<file path="config.mk">
export PLATFORM = sky130hd
export DESIGN_NAME = multicycle_ctrl_flat
export DESIGN_NICKNAME = d
export VERILOG_FILES = /design/src/rtl/multicycle_ctrl_if.sv /design/src/rtl/multicycle_ctrl.sv /design/src/flat_wrapper.sv
export SDC_FILE = /design/constraint.sdc
export NUM_CORES = 1
export LEC_CHECK = 0
export ABC_AREA = 1
export CAP_MARGIN = 20
export CORE_UTILIZATION = 45
export DETAILED_ROUTE_END_ITERATION = 6
export PLACE_DENSITY_LB_ADDON = 0.15
export REMOVE_ABC_BUFFERS = 1
export SETUP_SLACK_MARGIN = 0.4
export SYNTH_ARGS = -nofsm -noshare
export SYNTH_HDL_FRONTEND = slang
export SYNTH_SLANG_ARGS = --single-unit
</file>
<file path="constraint.sdc">
create_clock -name i_clk -period 1.6 [get_ports i_clk]
set_input_delay 0.24 -clock i_clk [delete_from_list [all_inputs] [get_ports i_clk]]
set_output_delay 0.24 -clock i_clk [all_outputs]
set_load 0.01 [all_outputs]
</file>
<file path="src/rtl/multicycle_ctrl_if.sv">
// Memory handshake bundle between the multi-cycle controller and the
// instruction/data memories.
//
// Handshake: a request (o_imem_req / o_dmem_req) is raised by the controller
// and held steady, together with o_dmem_we, until the memory answers with the
// matching ready in the same cycle. The transfer completes on the rising clock
// edge where req and ready are both high. Ready is ignored while req is low.
//
// Signals:
//   o_imem_req   controller -> imem  instruction fetch request
//   i_imem_ready imem -> controller  instruction fetch acknowledge
//   o_dmem_req   controller -> dmem  data access request
//   o_dmem_we    controller -> dmem  write qualifier, valid with o_dmem_req
//   i_dmem_ready dmem -> controller  data access acknowledge
interface multicycle_ctrl_if;
  logic o_imem_req;
  logic i_imem_ready;
  logic o_dmem_req;
  logic o_dmem_we;
  logic i_dmem_ready;

  modport master (
    output o_imem_req,
    output o_dmem_req,
    output o_dmem_we,
    input  i_imem_ready,
    input  i_dmem_ready
  );

  modport slave (
    input  o_imem_req,
    input  o_dmem_req,
    input  o_dmem_we,
    output i_imem_ready,
    output i_dmem_ready
  );
endinterface

</file>
<file path="src/rtl/multicycle_ctrl.sv">
// Multi-cycle sequencing FSM for the 18-bit core. Steps the datapath through
// FETCH, DECODE, EXEC, MEM and WB using the decoder control bits, handshakes
// with instruction/data memory, guards every memory wait with a watchdog and
// counts retired instructions.
//
// Ports:
//   i_clk, i_rst_n          clock (rising edge), async active-low reset
//   i_run                   leave IDLE / keep fetching while high
//   i_pc_src .. i_regWrite  decoder control bits for the instruction in IR
//   i_alu_zero              ALU zero flag, sampled in EXEC
//   mem                     memory handshake bundle (controller side)
//   o_ir_we, o_mdr_we       IR / MDR load strobes
//   o_rf_we, o_pc_we        register file / PC write strobes
//   o_pc_sel                00 PC+1, 01 branch target, 10 jump target
//   o_state                 current state encoding
//   o_fault                 sticky fault flag
//   o_retired               completed instruction count (wraps)
module multicycle_ctrl #(
  parameter int WAIT_MAX = 15,
  parameter int WAIT_W   = 4,
  parameter int RET_W    = 16
) (
  input  logic               i_clk,
  input  logic               i_rst_n,
  input  logic               i_run,
  input  logic               i_pc_src,
  input  logic               i_branch,
  input  logic               i_memRead,
  input  logic               i_memWrite,
  input  logic               i_regWrite,
  input  logic               i_alu_zero,
  multicycle_ctrl_if.master  mem,
  output logic               o_ir_we,
  output logic               o_mdr_we,
  output logic               o_rf_we,
  output logic               o_pc_we,
  output logic [1:0]         o_pc_sel,
  output logic [2:0]         o_state,
  output logic               o_fault,
  output logic [RET_W-1:0]   o_retired
);

  typedef enum logic [2:0] {
    S_IDLE   = 3'd0,
    S_FETCH  = 3'd1,
    S_DECODE = 3'd2,
    S_EXEC   = 3'd3,
    S_MEM    = 3'd4,
    S_WB     = 3'd5,
    S_FAULT  = 3'd6
  } state_e;

  localparam logic [1:0]        PC_NEXT   = 2'b00;
  localparam logic [1:0]        PC_BRANCH = 2'b01;
  localparam logic [1:0]        PC_JUMP   = 2'b10;
  localparam logic [WAIT_W-1:0] WAIT_LIM  = WAIT_MAX[WAIT_W-1:0];
  localparam logic [WAIT_W-1:0] WAIT_ONE  = {{(WAIT_W-1){1'b0}}, 1'b1};
  localparam logic [RET_W-1:0]  RET_ONE   = {{(RET_W-1){1'b0}}, 1'b1};

  state_e            state_q, state_d;
  logic [WAIT_W-1:0] wait_q, wait_d;
  logic [RET_W-1:0]  retired_q, retired_d;
  logic              fault_q, fault_d;

  logic imem_req, dmem_req, dmem_we;
  logic ir_we, mdr_we, rf_we, pc_we;
  logic [1:0] pc_sel;
  logic retire;

  always_comb begin
    state_d   = state_q;
    wait_d    = '0;      // anything but a held request clears the watchdog
    retired_d = retired_q;
    fault_d   = fault_q;
    imem_req  = 1'b0;
    dmem_req  = 1'b0;
    dmem_we   = 1'b0;
    ir_we     = 1'b0;
    mdr_we    = 1'b0;
    rf_we     = 1'b0;
    pc_we     = 1'b0;
    pc_sel    = PC_NEXT;
    retire    = 1'b0;

    case (state_q)
      S_IDLE: begin
        if (i_run) state_d = S_FETCH;
      end

      S_FETCH: begin
        imem_req = 1'b1;
        if (mem.i_imem_ready) begin
          // Ready wins even when the watchdog sits at its limit.
          ir_we   = 1'b1;
          state_d = S_DECODE;
        end else if (wait_q == WAIT_LIM) begin
          state_d = S_FAULT;
        end else begin
          wait_d = wait_q + WAIT_ONE;
        end
      end

      S_DECODE: begin
        state_d = S_EXEC;
      end

      S_EXEC: begin
        if (i_memRead && i_memWrite) begin
          state_d = S_FAULT;
        end else if (i_pc_src) begin
          pc_sel = PC_JUMP;
          retire = 1'b1;
        end else if (i_branch) begin
          // BNE: taken when the ALU result is non-zero.
          pc_sel = i_alu_zero ? PC_NEXT : PC_BRANCH;
          retire = 1'b1;
        end else if (i_memRead || i_memWrite) begin
          state_d = S_MEM;
        end else if (i_regWrite) begin
          state_d = S_WB;
        end else begin
          retire = 1'b1;
        end
      end

      S_MEM: begin
        dmem_req = 1'b1;
        dmem_we  = i_memWrite;
        if (mem.i_dmem_ready) begin
          if (i_memRead) begin
            mdr_we  = 1'b1;
            state_d = S_WB;
          end else begin
            retire = 1'b1;
          end
        end else if (wait_q == WAIT_LIM) begin
          state_d = S_FAULT;
        end else begin
          wait_d = wait_q + WAIT_ONE;
        end
      end

      S_WB: begin
        rf_we  = 1'b1;
        retire = 1'b1;
      end

      S_FAULT: begin
        state_d = S_FAULT;
      end

      default: begin
        state_d = S_FAULT;
      end
    endcase

    // i_run is only consulted here, so an instruction in flight always finishes.
    if (retire) begin
      pc_we     = 1'b1;
      retired_d = retired_q + RET_ONE;
      state_d   = i_run ? S_FETCH : S_IDLE;
    end

    if (state_d == S_FAULT) fault_d = 1'b1;
  end

  always_ff @(posedge i_clk or negedge i_rst_n) begin
    if (!i_rst_n) begin
      state_q   <= S_IDLE;
      wait_q    <= '0;
      retired_q <= '0;
      fault_q   <= 1'b0;
    end else begin
      state_q   <= state_d;
      wait_q    <= wait_d;
      retired_q <= retired_d;
      fault_q   <= fault_d;
    end
  end

  assign mem.o_imem_req = imem_req;
  assign mem.o_dmem_req = dmem_req;
  assign mem.o_dmem_we  = dmem_we;
  assign o_ir_we        = ir_we;
  assign o_mdr_we       = mdr_we;
  assign o_rf_we        = rf_we;
  assign o_pc_we        = pc_we;
  assign o_pc_sel       = pc_sel;
  assign o_state        = state_q;
  assign o_fault        = fault_q;
  assign o_retired      = retired_q;

endmodule

</file>
<file path="src/flat_wrapper.sv">
// flat-port wrapper written by rule: the top's interface ports become plain ports
module multicycle_ctrl_flat 
#(
  parameter int WAIT_MAX = 15,
  parameter int WAIT_W   = 4,
  parameter int RET_W    = 16
)
  (i_clk, i_rst_n, i_run, i_pc_src, i_branch, i_memRead, i_memWrite, i_regWrite, i_alu_zero, o_ir_we, o_mdr_we, o_rf_we, o_pc_we, o_pc_sel, o_state, o_fault, o_retired, mem_o_imem_req, mem_o_dmem_req, mem_o_dmem_we, mem_i_imem_ready, mem_i_dmem_ready);
  multicycle_ctrl_if mem_i ();
  input  logic i_clk;
  input  logic i_rst_n;
  input  logic i_run;
  input  logic i_pc_src;
  input  logic i_branch;
  input  logic i_memRead;
  input  logic i_memWrite;
  input  logic i_regWrite;
  input  logic i_alu_zero;
  output logic o_ir_we;
  output logic o_mdr_we;
  output logic o_rf_we;
  output logic o_pc_we;
  output logic [1:0] o_pc_sel;
  output logic [2:0] o_state;
  output logic o_fault;
  output logic [RET_W-1:0] o_retired;
  output wire logic [$bits(mem_i.o_imem_req)-1:0] mem_o_imem_req;
  output wire logic [$bits(mem_i.o_dmem_req)-1:0] mem_o_dmem_req;
  output wire logic [$bits(mem_i.o_dmem_we)-1:0] mem_o_dmem_we;
  input wire logic [$bits(mem_i.i_imem_ready)-1:0] mem_i_imem_ready;
  input wire logic [$bits(mem_i.i_dmem_ready)-1:0] mem_i_dmem_ready;
  assign mem_o_imem_req = mem_i.o_imem_req;
  assign mem_o_dmem_req = mem_i.o_dmem_req;
  assign mem_o_dmem_we = mem_i.o_dmem_we;
  assign mem_i.i_imem_ready = mem_i_imem_ready;
  assign mem_i.i_dmem_ready = mem_i_dmem_ready;
  multicycle_ctrl #(.WAIT_MAX(WAIT_MAX), .WAIT_W(WAIT_W), .RET_W(RET_W)) u_core (.i_clk(i_clk), .i_rst_n(i_rst_n), .i_run(i_run), .i_pc_src(i_pc_src), .i_branch(i_branch), .i_memRead(i_memRead), .i_memWrite(i_memWrite), .i_regWrite(i_regWrite), .i_alu_zero(i_alu_zero), .mem(mem_i), .o_ir_we(o_ir_we), .o_mdr_we(o_mdr_we), .o_rf_we(o_rf_we), .o_pc_we(o_pc_we), .o_pc_sel(o_pc_sel), .o_state(o_state), .o_fault(o_fault), .o_retired(o_retired));
endmodule
</file>
Word-level counts from Yosys, hierarchy flattened:

Cells that the tools add are included.

* multiplexer cells: 40
* reductions and logical operators: 3
* eq/ne operators: 7
* $add $sub $neg: 2

Operators by type and width (number)
* 3-bit two-way mux: 11
* 1-bit two-way mux: 19
* 3-bit one-hot mux with 6 select lines: 1
* 16-bit by 1-bit adder with 16-bit output, second input constant: 1
* 4-bit two-way mux: 3
* 3-bit == test, second input constant: 3
* 2-bit two-way mux: 4
* 4-bit one-hot mux with 2 select lines: 1
* 3-bit by 2-bit == test with 1-bit output, second input constant: 2
* 4-bit by 1-bit adder with 4-bit output, second input constant: 1
* 4-bit == test, second input constant: 1
* 3-bit by 1-bit == test with 1-bit output, second input constant: 1
* 3-bit zero test: 1
* 1-bit one-hot mux with 3 select lines: 1
* 1-bit logical AND: 1
* 1-bit logical OR: 1

* register bits: 24
* word-level logic and storage cells: 56

Depth between registers and ports, before layout:

* word-level depth: 8
* mapped depth: 10

Worst setup path after synthesis:

Ideal clock, no wire load.

* kind: flip-flop to output port
* from: reg u_core.state_q[0], in the netlist u_core.o_state[0]
* to: out o_pc_we
* arrival time: 1.157 ns
* data required time: 1.360 ns
* stages on the path, launching flop included: 9
* path slack: 0.203 ns
* cells stage by stage: dfrtp_1 -> buf_6 -> nand2_4 -> nor2_4 -> nand2_2 -> nor2_4 -> nor2_4 -> inv_4 -> buf_6

* word-level cells in the longest chain between the ends: 3

RTL lines
* start, declared: RTL line multicycle_ctrl.sv:60 `state_e state_q, state_d;`
* start signal, assigned: RTL line multicycle_ctrl.sv:174 `state_q <= state_d;`
* 3-bit == test or 3-bit by 2-bit == test with 1-bit output (tied branches): RTL line multicycle_ctrl.sv:85 `case (state_q)`
* 1-bit one-hot mux with 3 select lines *: RTL line multicycle_ctrl.sv:85
* 1-bit two-way mux *: RTL line multicycle_ctrl.sv:158 `if (retire) begin`
* end, declared: RTL line flat_wrapper.sv:22 `output logic o_pc_we;`

Mark *: on every way between the ends. The rest lies on a longest branch, timed or not.

Worst setup path in the final report:

Same ends and word-level chain as after synthesis.

==> results.py <==
metrics = {
    "outcome": {
        "status": "finished with violations",
        "violations": "negative setup slack",
    },
    "timing": {
        "setup_violations": 23,
        "hold_violations": 0,
        "fin_ws_ps": -111,
        "min_period_over_period": 1.07,
        "tightestPinTransition_ps": 321,
        "finalSetupTns_ps": -777,
        "fin_worst_skew_ps": 8.87,
        "relSlewSlack": 0.786,
        "max_freq_ghz": 0.584,
        "grt_setup_unrepaired": "yes",
        "drv_slew": 0,
        "fin_crit_ps": 1710,
    },
    "yosys": {
        "synthTopCellsByArea": "dfrtp_1 (38%), nand2_1 (20%), nor2_1 (5.8%)",
        "syn_area_sq_um": 1560,
        "synth_edf_count": 0,
        "yosys.area.top_type": "dfrtp_1",
        "synth_ff_type": "dfrtp_1",
        "ys_types": 26,
        "yosysTopAreaCellShare": 0.385,
        "synthArstFlopShare": 1.00,
        "yosysWarnings": 0,
        "synth_common_cells": "nand2_1 (84), dfrtp_1 (24), nor2_1 (24)",
        "synth_cells": 219,
        "syn_area_per_cell_sq_um": 7.12,
        "ys_ff_latch": 24,
        "ys_seq_area_frac": 0.385,
        "yosysMostFrequentCell": "nand2_1",
    },
    "clocking": {
        "clock_latency_ps": 340,
        "cts_sinks": 24,
        "cts_hold_buffers": 0,
        "cts_tree": "yes",
        "clock-root-buffer": "clkbuf_4",
        "numCtsBuffers": 3,
        "htree_levels": 1,
        "cts.clk_slew.worst_paths_ps": 140,
        "cts_buffer_depth": 2,
    },
    "floorplanning": {
        "die_x_um": 60.9,
        "core_sq_um": 3340,
        "start_util": 0.468,
        "io_pins": 40,
        "die_y_um": 60.9,
        "dieArea_sq_um": 3710,
        "rows": 21,
    },
    "detailed_routing": {
        "wire_per_inst_um": 16.6,
        "vias_per_cell": 5.28,
        "drt-total-wl_um": 5970,
        "drt_iter0_drc": 178,
        "drc_errors": 0,
        "vias": 1895,
        "first_pass_iters": 4,
        "antenna_left": 0,
    },
    "cells_and_area": {
        "finalInstanceArea_sq_um": 2720,
        "area_growth_syn_to_layout_pct": 74.2,
        "nets": 327,
        "antennaDiodeCount": 0,
        "fillers": 188,
        "final_util": 0.814,
        "drive_above_1_share": 0.466,
    },
    "power_and_ir_drop": {
        "p_per_area_nw_per_um2": 375,
        "power_uw": 1020,
        "seq_power_share": 0.596,
        "switching_share": 0.232,
        "p_sw_uw": 236,
        "power_frac_comb": 0.074,
        "p_leak_uw": 0.00143,
        "clkPwrFrac": 0.331,
        "ir_drop_mv": 0.588,
        "p_int_uw": 782,
    },
    "worst_setup_path": {
        "slowest_stage": "dfrtp_2",
        "crit_family": "flip-flops",
        "critPathRequiredTime_ps": 1360,
        "crit_path_max_incr_delay_ps": 470,
        "critPathBufInv": 3,
        "crit_top_cell": "buf_6",
        "path_class": "flop to primary output",
        "arrival_ps": 1470,
        "cp-start-kind": "flop",
        "crit_chain": "buf_6 -> o21a_1 -> nor2_4 -> inv_4 -> buf_6",
        "cp-end-kind": "primary output",
        "path_max_fanout": 3,
    },
    "placed_design": {
        "place_area_sq_um": 2130,
        "gp_congestion": 0.868,
        "io_buffers": 39,
        "dp_hpwl_um": 2720,
    },
    "hold_path": {
        "hold_path.class": "input pin to async pin",
    },
    "global_route": {
        "gr-usage-all-layers": 0.295,
        "antenna_found_initial": 0,
        "overflow": 0,
        "grt_pass1_vias": 1666,
        "grt_max_degree": 25,
        "grt_pass1_wl_um": 7840,
    },
    "run": {
        "cap_violations": 0,
    },
}
-- kinds of logic after synthesis --
logic type,share of synthesized area
fa+ha+maj,0.0160
compound gates,0.0609
flops,0.385
xor+xnor,0.0674
simple gates,0.383
buf+inv,0.0882
-- placed cells by master, fill, tap and decap left out, types with 4 or more instances in the layout --
| cell type | instances |
|---|---|
| inv_2 | 4 |
| buf_4 | 33 |
| nor2_4 | 6 |
| o21ai_0 | 4 |
| nand3_1 | 12 |
| o21ai_2 | 6 |
| buf_2 | 9 |
| dfrtp_2 | 5 |
| nand2_2 | 13 |
| clkbuf_2 | 9 |
| xnor2_1 | 9 |
| nand2_1 | 62 |
| clkdlybuf4s50_1 | 9 |
| nor2_1 | 22 |
| dfrtp_1 | 19 |
| inv_1 | 18 |
| buf_12 | 4 |
| buf_6 | 25 |
| nand2_4 | 12 |
-- repair_timing --
| action | in CTS | in global routing |
|---|---|---|
| gates resized for setup | 160 | 48 |
| buffers inserted | 25 | 5 |
| endpoints found under the setup margin | 53 | 49 |
| pin swaps | 11 | 10 |
| cloned | 3 | 0 |
-- per-layer routing --
metal / track usage / up-vias / part of all wire
met4: 0.110 / 0 / 0.030
met5: 0 / - / 0
met3: 0.0576 / 24 / 0.074
li1: - / 865 / -
met2: 0.491 / 96 / 0.51
met1: 0.379 / 910 / 0.39
-- flip-flops by register name (all words and copies together) (netlist names) --
signal / count
u_core.o_retired: 16
u_core.wait_q: 4
u_core.o_state: 3
u_core.o_fault: 1
-- final cells by class --
cell class,count,area [sq um],share of cell area
clock buffers,4,36.3,0.0134
inverters,24,97.6,0.0359
multi-input cells,167,1030,0.378
flip-flops and latches,24,607,0.223
well taps,46,57.6,0.0212
repair buffers,94,893,0.329
-- power by group through the flow --
stage | logic [uW] | clock network (uW) | registers [uW]
after floorplan | 12.3 | 0 | 618
after global placement | 65.8 | 0 | 618
after detailed placement | 66.3 | 0 | 618
after CTS | 68.6 | 325 | 606
after global routing | 81.7 | 363 | 607
final | 74.9 | 336 | 606
-- path summary, 6_finish.rpt --
| path | startpoint | to | slack (ps) | cells after the start |
|---|---|---|---|---|
| setup / recovery | u_core.o_state[0]$_DFF_PN0_ | o_pc_we | -110 | 5 |
| hold / removal | i_rst_n | u_core.o_fault$_DFFE_PN0N_ | 240 | 2 |
| setup reg to reg | u_core.o_state[0]$_DFF_PN0_ | u_core.o_retired[4]$_DFFE_PN0P_ | -30 | 9 |
| hold reg to reg | u_core.wait_q[0]$_DFF_PN0_ | u_core.wait_q[0]$_DFF_PN0_ | 490 | 1 |
| max in group asynchronous | i_rst_n | u_core.o_retired[3]$_DFFE_PN0P_ | 1090 | 2 |
| min in group i_clk | u_core.wait_q[0]$_DFF_PN0_ | u_core.wait_q[0]$_DFF_PN0_ | 490 | 1 |
-- through the flow --
stage	hold slack, ps	worst slack (ps)	std cells
after floorplan	-55.6	115	215
after global placement	446	-315	322
after detailed placement	461	-358	322
after CTS	271	-55.3	354
after global routing	271	-164	359
final	242	-111	359
(Power assumes the default switching activity.)
